--- config.mk ---
export PLATFORM = sky130hd
export DESIGN_NAME = extra_args_divider
export DESIGN_NICKNAME = d
export VERILOG_FILES = /design/src/rtl/extra_args_div_pkg.sv /design/src/rtl/extra_args_div_step.sv /design/src/rtl/extra_args_divider.sv
export SDC_FILE = /design/constraint.sdc
export NUM_CORES = 1
export LEC_CHECK = 0
export BUFFER_PORTS_ARGS = -buffer_cell sky130_fd_sc_hd__buf_2
export CAP_MARGIN = 5
export CORE_MARGIN = 10
export CORE_UTILIZATION = 53
export CTS_BUF_LIST = sky130_fd_sc_hd__clkbuf_8
export CTS_CLUSTER_DIAMETER = 100
export DETAILED_ROUTE_END_ITERATION = 8
export PLACE_DENSITY_LB_ADDON = 0.08
export SLEW_MARGIN = 10
export SYNTH_ARGS = -nofsm -noshare
export SYNTH_HDL_FRONTEND = slang
export SYNTH_SLANG_ARGS = --single-unit
--- constraint.sdc ---
create_clock -name CLK -period 2.25 [get_ports CLK]
set_input_delay 0.1125 -clock CLK [delete_from_list [all_inputs] [get_ports CLK]]
set_output_delay 0.1125 -clock CLK [all_outputs]
set_load 0.01 [all_outputs]
--- src/rtl/extra_args_div_pkg.sv ---
// Shared types and helpers for the ExtraArgs inverse divider.
// Holds the FSM state encoding, the default forward-path constants reduced
// to the default width, and the dividend reconstruction function.
package extra_args_div_pkg;

  typedef enum logic [1:0] {
    IDLE = 2'd0,
    CALC = 2'd1,
    DONE = 2'd2
  } state_t;

  localparam int NBITS_DFLT  = 8;
  localparam int MYARG1_DFLT = 17;
  localparam int MYARG2_DFLT = 21;

  // Mask selecting the low nbits bits of a 32-bit word (nbits in 1..32).
  function automatic logic [31:0] width_mask(input int unsigned nbits);
    if (nbits >= 32) begin
      return '1;
    end
    return (32'd1 << nbits) - 32'd1;
  endfunction

  localparam logic [31:0] MYARG1_RED = 32'(MYARG1_DFLT) & width_mask(NBITS_DFLT);
  localparam logic [31:0] MYARG2_RED = 32'(MYARG2_DFLT) & width_mask(NBITS_DFLT);

  // Undo the forward path: D = (xout - arg1 + arg2) mod 2^nbits.
  // The constants are reduced to nbits first, so any integer value is legal.
  function automatic logic [31:0] adjust(input logic [31:0] xout,
                                         input int unsigned nbits,
                                         input int          arg1,
                                         input int          arg2);
    logic [31:0] mask;
    logic [31:0] a1;
    logic [31:0] a2;
    mask = width_mask(nbits);
    a1   = 32'(arg1) & mask;
    a2   = 32'(arg2) & mask;
    return (xout - a1 + a2) & mask;
  endfunction

endpackage

--- src/rtl/extra_args_div_step.sv ---
// One restoring-division iteration: shift the next dividend bit into the
// partial remainder and subtract the divisor when it fits.
module extra_args_div_step
  import extra_args_div_pkg::*;
#(
  parameter int NBITS = NBITS_DFLT
) (
  input  logic [NBITS-1:0] rem,
  input  logic             din,
  input  logic [NBITS-1:0] divisor,
  output logic [NBITS-1:0] rem_next,
  output logic             q_bit
);

  logic [NBITS:0] shifted;
  logic [NBITS:0] diff;

  // The incoming remainder is always below the divisor, so the shifted value
  // is below twice the divisor; the borrow out of the (NBITS+1)-bit subtract
  // therefore tells exactly whether the divisor fits.
  always_comb begin
    shifted  = {rem, din};
    diff     = shifted - {1'b0, divisor};
    q_bit    = ~diff[NBITS];
    rem_next = q_bit ? diff[NBITS-1:0] : shifted[NBITS-1:0];
  end

endmodule

--- src/rtl/extra_args_divider.sv ---
// Inverse of the ExtraArgs datapath. Given XOUT and B it rebuilds the
// wrapped dividend D = (XOUT - MYARG1 + MYARG2) mod 2^NBITS and divides it
// by B with a restoring divider producing one quotient bit per clock.
// Valid/ready on both sides, no overlap between operations. NBITS is 1..32.
module extra_args_divider
  import extra_args_div_pkg::*;
#(
  parameter int NBITS  = NBITS_DFLT,
  parameter int MYARG1 = MYARG1_DFLT,
  parameter int MYARG2 = MYARG2_DFLT
) (
  input  logic             CLK,
  input  logic             RST,
  input  logic             IN_VALID,
  output logic             IN_READY,
  input  logic [NBITS-1:0] XOUT,
  input  logic [NBITS-1:0] B,
  output logic             OUT_VALID,
  input  logic             OUT_READY,
  output logic [NBITS-1:0] Q,
  output logic [NBITS-1:0] R,
  output logic             DIVZ
);

  localparam int            CW       = (NBITS > 1) ? $clog2(NBITS) : 1;
  localparam logic [CW-1:0] CNT_LAST = CW'(NBITS - 1);

  state_t           state;
  state_t           state_next;

  // dq starts as the dividend; each step shifts its MSB out into the
  // remainder and shifts the new quotient bit in at the LSB, so after NBITS
  // steps it holds the quotient.
  logic [NBITS-1:0] dq;
  logic [NBITS-1:0] rem;
  logic [NBITS-1:0] divisor;
  logic [CW-1:0]    cnt;

  logic [NBITS-1:0] d_in;
  logic [NBITS-1:0] step_rem;
  logic             step_q;
  logic [NBITS-1:0] dq_shifted;

  logic             accept;
  logic             deliver;
  logic             calc_last;

  assign d_in       = NBITS'(adjust(32'(XOUT), NBITS, MYARG1, MYARG2));
  assign accept     = IN_VALID & IN_READY;
  assign deliver    = OUT_VALID & OUT_READY;
  assign calc_last  = (state == CALC) && (cnt == '0);
  assign dq_shifted = (dq << 1) | NBITS'(step_q);

  extra_args_div_step #(
    .NBITS(NBITS)
  ) u_step (
    .rem     (rem),
    .din     (dq[NBITS-1]),
    .divisor (divisor),
    .rem_next(step_rem),
    .q_bit   (step_q)
  );

  // State register; reset drops any operation in flight.
  always_ff @(posedge CLK or posedge RST) begin
    if (RST) begin
      state <= IDLE;
    end else begin
      state <= state_next;
    end
  end

  // Next-state selection: zero divisor skips straight to DONE.
  always_comb begin
    state_next = state;
    case (state)
      IDLE: begin
        if (accept) begin
          state_next = (B == '0) ? DONE : CALC;
        end
      end
      CALC: begin
        if (calc_last) begin
          state_next = DONE;
        end
      end
      DONE: begin
        if (deliver) begin
          state_next = IDLE;
        end
      end
      default: state_next = IDLE;
    endcase
  end

  // Handshake outputs decoded from the state alone.
  always_comb begin
    IN_READY  = 1'b0;
    OUT_VALID = 1'b0;
    case (state)
      IDLE:    IN_READY  = 1'b1;
      DONE:    OUT_VALID = 1'b1;
      default: begin
        IN_READY  = 1'b0;
        OUT_VALID = 1'b0;
      end
    endcase
  end

  // Datapath: latch operands on accept, iterate in CALC, and load the
  // result registers once. Results persist after delivery.
  always_ff @(posedge CLK or posedge RST) begin
    if (RST) begin
      dq      <= '0;
      rem     <= '0;
      divisor <= '0;
      cnt     <= '0;
      Q       <= '0;
      R       <= '0;
      DIVZ    <= 1'b0;
    end else begin
      if (accept) begin
        dq      <= d_in;
        divisor <= B;
        rem     <= '0;
        cnt     <= CNT_LAST;
        if (B == '0) begin
          Q    <= '1;
          R    <= d_in;
          DIVZ <= 1'b1;
        end
      end else if (state == CALC) begin
        dq  <= dq_shifted;
        rem <= step_rem;
        if (calc_last) begin
          Q    <= dq_shifted;
          R    <= step_rem;
          DIVZ <= 1'b0;
        end else begin
          cnt <= cnt - 1'b1;
        end
      end
    end
  end

endmodule
# Yosys cells after proc, flatten, opt, wreduce, memory -nomap -nowiden
# Index checks and enable logic that the tools add are counted.
# word_totals
reg_bits	46
wordCells	59
# classes
n_addsub	4
n_eq_ne	7
n_mux	27
bitwise_logic	4
n_reduce_logical	9
# ops
operator	count
$mux W8	13
$mux W3	3
$sub A9 B8 Y9	1
$add A8 B6 Y8 const B	1
$logic_not A8 Y1	1
$mux W2	4
$ne A2 B2 Y1 const B	4
$or A8 B1 Y8	1
$sub A8 B5 Y8 const B	1
$mux W1	6
$pmux W2 S3	1
$reduce_and A3 Y1	2
$reduce_bool A2 Y1	2
$logic_not A3 Y1	1
$sub A3 B1 Y3 const B	1
$and A1 B1 Y1	2
$eq A2 B1 Y1 const B	1
$eq A2 B2 Y1 const B	1
$logic_not A2 Y1	1
$ne A2 B1 Y1 const B	1
$reduce_and A2 Y1	1
$logic_and A1 B1 Y1	1
$not A1 Y1	1

# Longest topological paths before layout
# depth
ltp_word	6
ltp_mapped	10
depth_no_buf	10

# By module
# Synthesis repeated with hierarchy kept, for this count alone.
# hier_totals
hier_cells	254
hier_area_um2	2477.4
# modules_own_cells
mod	n_inst	cells_per_inst	area_each_um2
extra_args_divider	1	196	1991.9
extra_args_div_step	1	58	485.5

# Worst setup path before layout
# No wires, ideal clock.
# synth_timing
path_type	reg2reg
start	register dq[7]
end	register rem[0]
setup_ns	0.073
t_arrival_ns	2.391
path_slack_ns	-0.215
path_stages_with_launch	11
path_buffers	0
synth_period_minus_slack_ns	2.465
cell_sequence	dfrtp_1 inv_1 ha_1 inv_1 fa_1 a211oi_2 nor3_2 nor3_4 xor2_2 mux2_4 a21oi_2
# synth_between
elab_chain_cells	4
# synth_rtl
item	line_no	text
start, declared	extra_args_divider.sv:34	logic [NBITS-1:0] dq;
start signal, assigned	extra_args_divider.sv:123	dq <= d_in;
start signal, assigned	extra_args_divider.sv:133	dq <= dq_shifted;
$sub A9 B8 Y9	extra_args_div_step.sv:23	diff = shifted - {1'b0, divisor};
$mux W8 *	extra_args_div_step.sv:25	rem_next = q_bit ? diff[NBITS-1:0] : shifted[NBITS-1:0];
$mux W8 *	extra_args_divider.sv:132	end else if (state == CALC) begin
$mux W8 *	extra_args_divider.sv:122	if (accept) begin
end signal, assigned	extra_args_divider.sv:134	rem <= step_rem;
end, declared	extra_args_divider.sv:35	logic [NBITS-1:0] rem;
# Every way passes the cells marked *; elsewhere a longest branch is shown, timed or not. The select of a mux whose other input is x is not followed.
# A chain may end at the register's enable or synchronous reset.

# Worst setup path after layout
# layout_timing
start	register dq[7]
end	register R[4]
# layout_between
elab_chain_cells	5
# layout_rtl
item	line_no	text
$sub A9 B8 Y9	extra_args_div_step.sv:23	
$mux W8	extra_args_div_step.sv:25	
$mux W8	extra_args_divider.sv:135	if (calc_last) begin
$mux W8	extra_args_divider.sv:132	
$mux W8	extra_args_divider.sv:122	
end signal, assigned	extra_args_divider.sv:129	R <= d_in;
end signal, assigned	extra_args_divider.sv:137	R <= step_rem;
end, declared	extra_args_divider.sv:21	output logic [NBITS-1:0] R,
# No other way between the ends. The select of a mux whose other input is x is not followed.

==> results.toml <==
[outcome]
violations = "setup timing"
status = "complete, but fails checks"

[power]
leakagePower_uw = 0.00144
p_per_area_nw_per_um2 = 1980
irDropWorstVdd_mv = 1.03
power_uw = 6300

[final_layout]
final_nets = 355
final-instance-count-excl-fill = 376
syn_to_final_growth_pct = 26.6
diodes = 0
multiInputGateArea_sq_um = 1350
final_area_sq_um = 3180
regArea_sq_um = 1150
drive_gt1_share_pct = 32.7
nFillCells = 357

[clock_network]
cts.clk_slew.worst_paths_ns = 0.09
clock_sinks = 46
numCtsBuffers = 5
cts_tree = "yes"
clockRootBuffer = "clkbuf_8"
ctsHtreeMaxLevel = 2
clock_latency_ns = 0.30
cts_max_path_buffers = 2

[global_route]
grt_pass1_wl_um = 10800
grt_pass1_vias = 2213
grt_start_max_net_pins = 22
overflow = 0
antenna_found_initial = 0
grt.total_usage_pct = 17.5

[setup_path]
start_kind = "flop"
r2r-end = "R[4]$_DFFE_PP0P_"
cp.required_ns = 2.40
endpoint_kind = "flop"
timing.rr.start = "dq[7]$_DFFE_PP0P_"
critPathKind = "flop to flop"
cp_max_fo = 7
ff2ff_setup_slack_ns = -0.25
ff2ff_path_depth = 11
arrival_ns = 2.66

[logic_synthesis]
ys.flop_type = "dfrtp_1"
netlist_area_sq_um = 2510
ys_seq_elements = 46
synthArstFlopShare_pct = 100
synth.net_count = 285
synth_cell_types = 53
yosysSeqAreaShare_pct = 45.9
synthesis.instances = 253
synth_edf_count = 0
synth_area_per_cell_sq_um = 9.91
yosys_warnings = 0

[hold_path]
hp-class = "input pin to flop"
holdPathStages = 3
hold_path_end = "divisor[0]$_DFFE_PP0P_"
hold_start = "B[0]"

[flow_run]
cap_viol_max_count = 0

[floorplan]
core.rowCount = 24
fp.dieArea_sq_um = 7880
die_w_um = 88.8
die_h_um = 88.8
design.core.area_sq_um = 4470
start_util_pct = 56.0
ios = 39

[drt]
dr.pass1.iters = 4
drc_errors = 0
wl_per_cell_um = 17.3
vias_per_cell = 5.91
vias = 2222
drt_iter0_drc = 144
antenna_left = 0
drt-total-wl_um = 6490

[sta]
fin_ws_ns = -0.253
rsz0062_at_grt = "true"
setup_tns_ns = -3.24
setup-violations-final = 18
fin_skew_ns = 0.00718
fmax_ghz = 0.400
slew_violations = 0
worst_pin_slew_ns = 0.644
period_share_pct = 111
post-route-min-period_ns = 2.50
finalHoldViolCount = 0
max_slew_margin_pct = 56.6

[placed_design]
place_inst = 362
place_area_sq_um = 2940
place_congestion = 0.896
portBuffers = 38
place_hpwl_um = 4900
[critical path: stages, from the launching register on]
cell      delay, ns
dfrtp_1        0.41
inv_2          0.08
ha_4           0.13
inv_2          0.03
fa_2           0.36
a211oi_4       0.26
nor3_2         0.09
nor3_4         0.23
buf_6          0.15
xnor2_4        0.19
mux2i_2        0.28
o221ai_1       0.15
[synth_stat cells (2+ instances only)]
library cell,n,area share (%)
nor2_1,20,3.0
xnor2_1,4,1.4
a211oi_1,2,0.60
nor2b_1,3,0.75
o211ai_1,2,0.60
clkbuf_1,8,1.2
a221oi_1,2,0.70
a2111oi_0,2,0.70
nand2_1,27,4.0
a221o_1,3,1.2
a22oi_1,6,1.8
nand2b_1,4,1.0
ha_1,11,5.5
o22ai_1,2,0.50
a21oi_1,12,2.4
dfrtp_1,46,46
or4_1,2,0.60
o221ai_1,2,0.70
nor3_1,3,0.60
o21ai_0,28,5.6
inv_1,12,1.8
o22a_1,7,2.4
mux2i_1,8,3.2
xor2_1,3,1.0
a21oi_2,2,0.70
nand3_1,5,1.0
[layout make-up]
class	instances	share of cell area [%]
Multi-Input combinational cell	186	42.5
Sequential cell	46	36.2
Timing Repair Buffer	72	14.3
Clock buffer	5	2.17
Tap cell	52	2.05
Inverter	12	1.42
Clock inverter	3	1.30
[metrics by stage]
stage | hold WS, ns | util (%) | setup WS (ns)
finish | 0.0195 | 71.0 | -0.253
global route | 0.0255 | 71.0 | -0.401
CTS | 0.0184 | 69.5 | -0.250
detailed placement | 0.0997 | 65.7 | -0.384
global placement | 0.0993 | 65.7 | -0.311
floorplan | 0.218 | - | -0.203
[flip-flops by register name (all words and copies together) (netlist names)]
signal and cells:
DIVZ 1, Q 8, cnt 3, divisor 8, state 2, dq 8, R 8, rem 8
[how the worst max path moves through the flow]
stage / from / to / slack, ns / cells past startpoint
6_report: dq[7]$_DFFE_PP0P_ / R[4]$_DFFE_PP0P_ / -0.25 / 11
5_1_grt: dq[7]$_DFFE_PP0P_ / rem[3]$_DFFE_PP0P_ / -0.40 / 12
4_1_cts: dq[7]$_DFFE_PP0P_ / R[4]$_DFFE_PP0P_ / -0.25 / 11
3_5_place_dp: dq[7]$_DFFE_PP0P_ / R[7]$_DFFE_PP0P_ / -0.38 / 10
3_3_place_gp: dq[7]$_DFFE_PP0P_ / R[7]$_DFFE_PP0P_ / -0.31 / 10
2_1_floorplan: dq[7]$_DFFE_PP0P_ / rem[0]$_DFFE_PP0P_ / -0.20 / 10
[cell families after synthesis]
| family | count (synthesis) | share of synthesized area [%] |
|---|---|---|
| muxes | 10 | 4.24 |
| buffers and inverters | 21 | 3.19 |
| adders and majority gates | 12 | 6.29 |
| and+or+nand+nor | 70 | 13.0 |
| xor gates and xnor gates | 9 | 4.19 |
| AOI/OAI and AO/OA | 85 | 23.2 |
| DFF | 46 | 45.9 |
[power breakdown]
group	switching [uW]	leakage (uW)	internal (uW)	total (uW)
Clock	290	0.0000556	327	617
Sequential	283	0.000538	1250	1530
Combinational	2110	0.000842	2040	4150
[layer usage]
metal | GRT usage (%) | wire (um) | vias up
li1 | - | - | 1061
met1 | 23.9 | 2910 | 1087
met4 | 5.58 | 76 | 0
met3 | 3.58 | 393 | 8
met5 | 0 | 0 | -
met2 | 26.9 | 3110 | 66
[layout by cell type, fill, tap and decap left out, types with 6 or more instances in the layout]
cell type	Yosys	final
a22oi_1	6	6
o21ai_0	28	25
nand2_1	27	27
a21oi_1	12	9
nor2_1	20	20
buf_4	0	31
ha_1	11	10
buf_2	1	38
o22a_1	7	7
dfrtp_1	46	46
inv_1	12	10
[repair_timing]
item                                    CTS  global route
pin swaps                                 6             3
hold buffers                              1             0
endpoints found under the setup margin   18            18
hold endpoints to repair                 14             0
buffers inserted                          3             2
resized for setup                         8            11
Power figures use the tool's default switching activity.
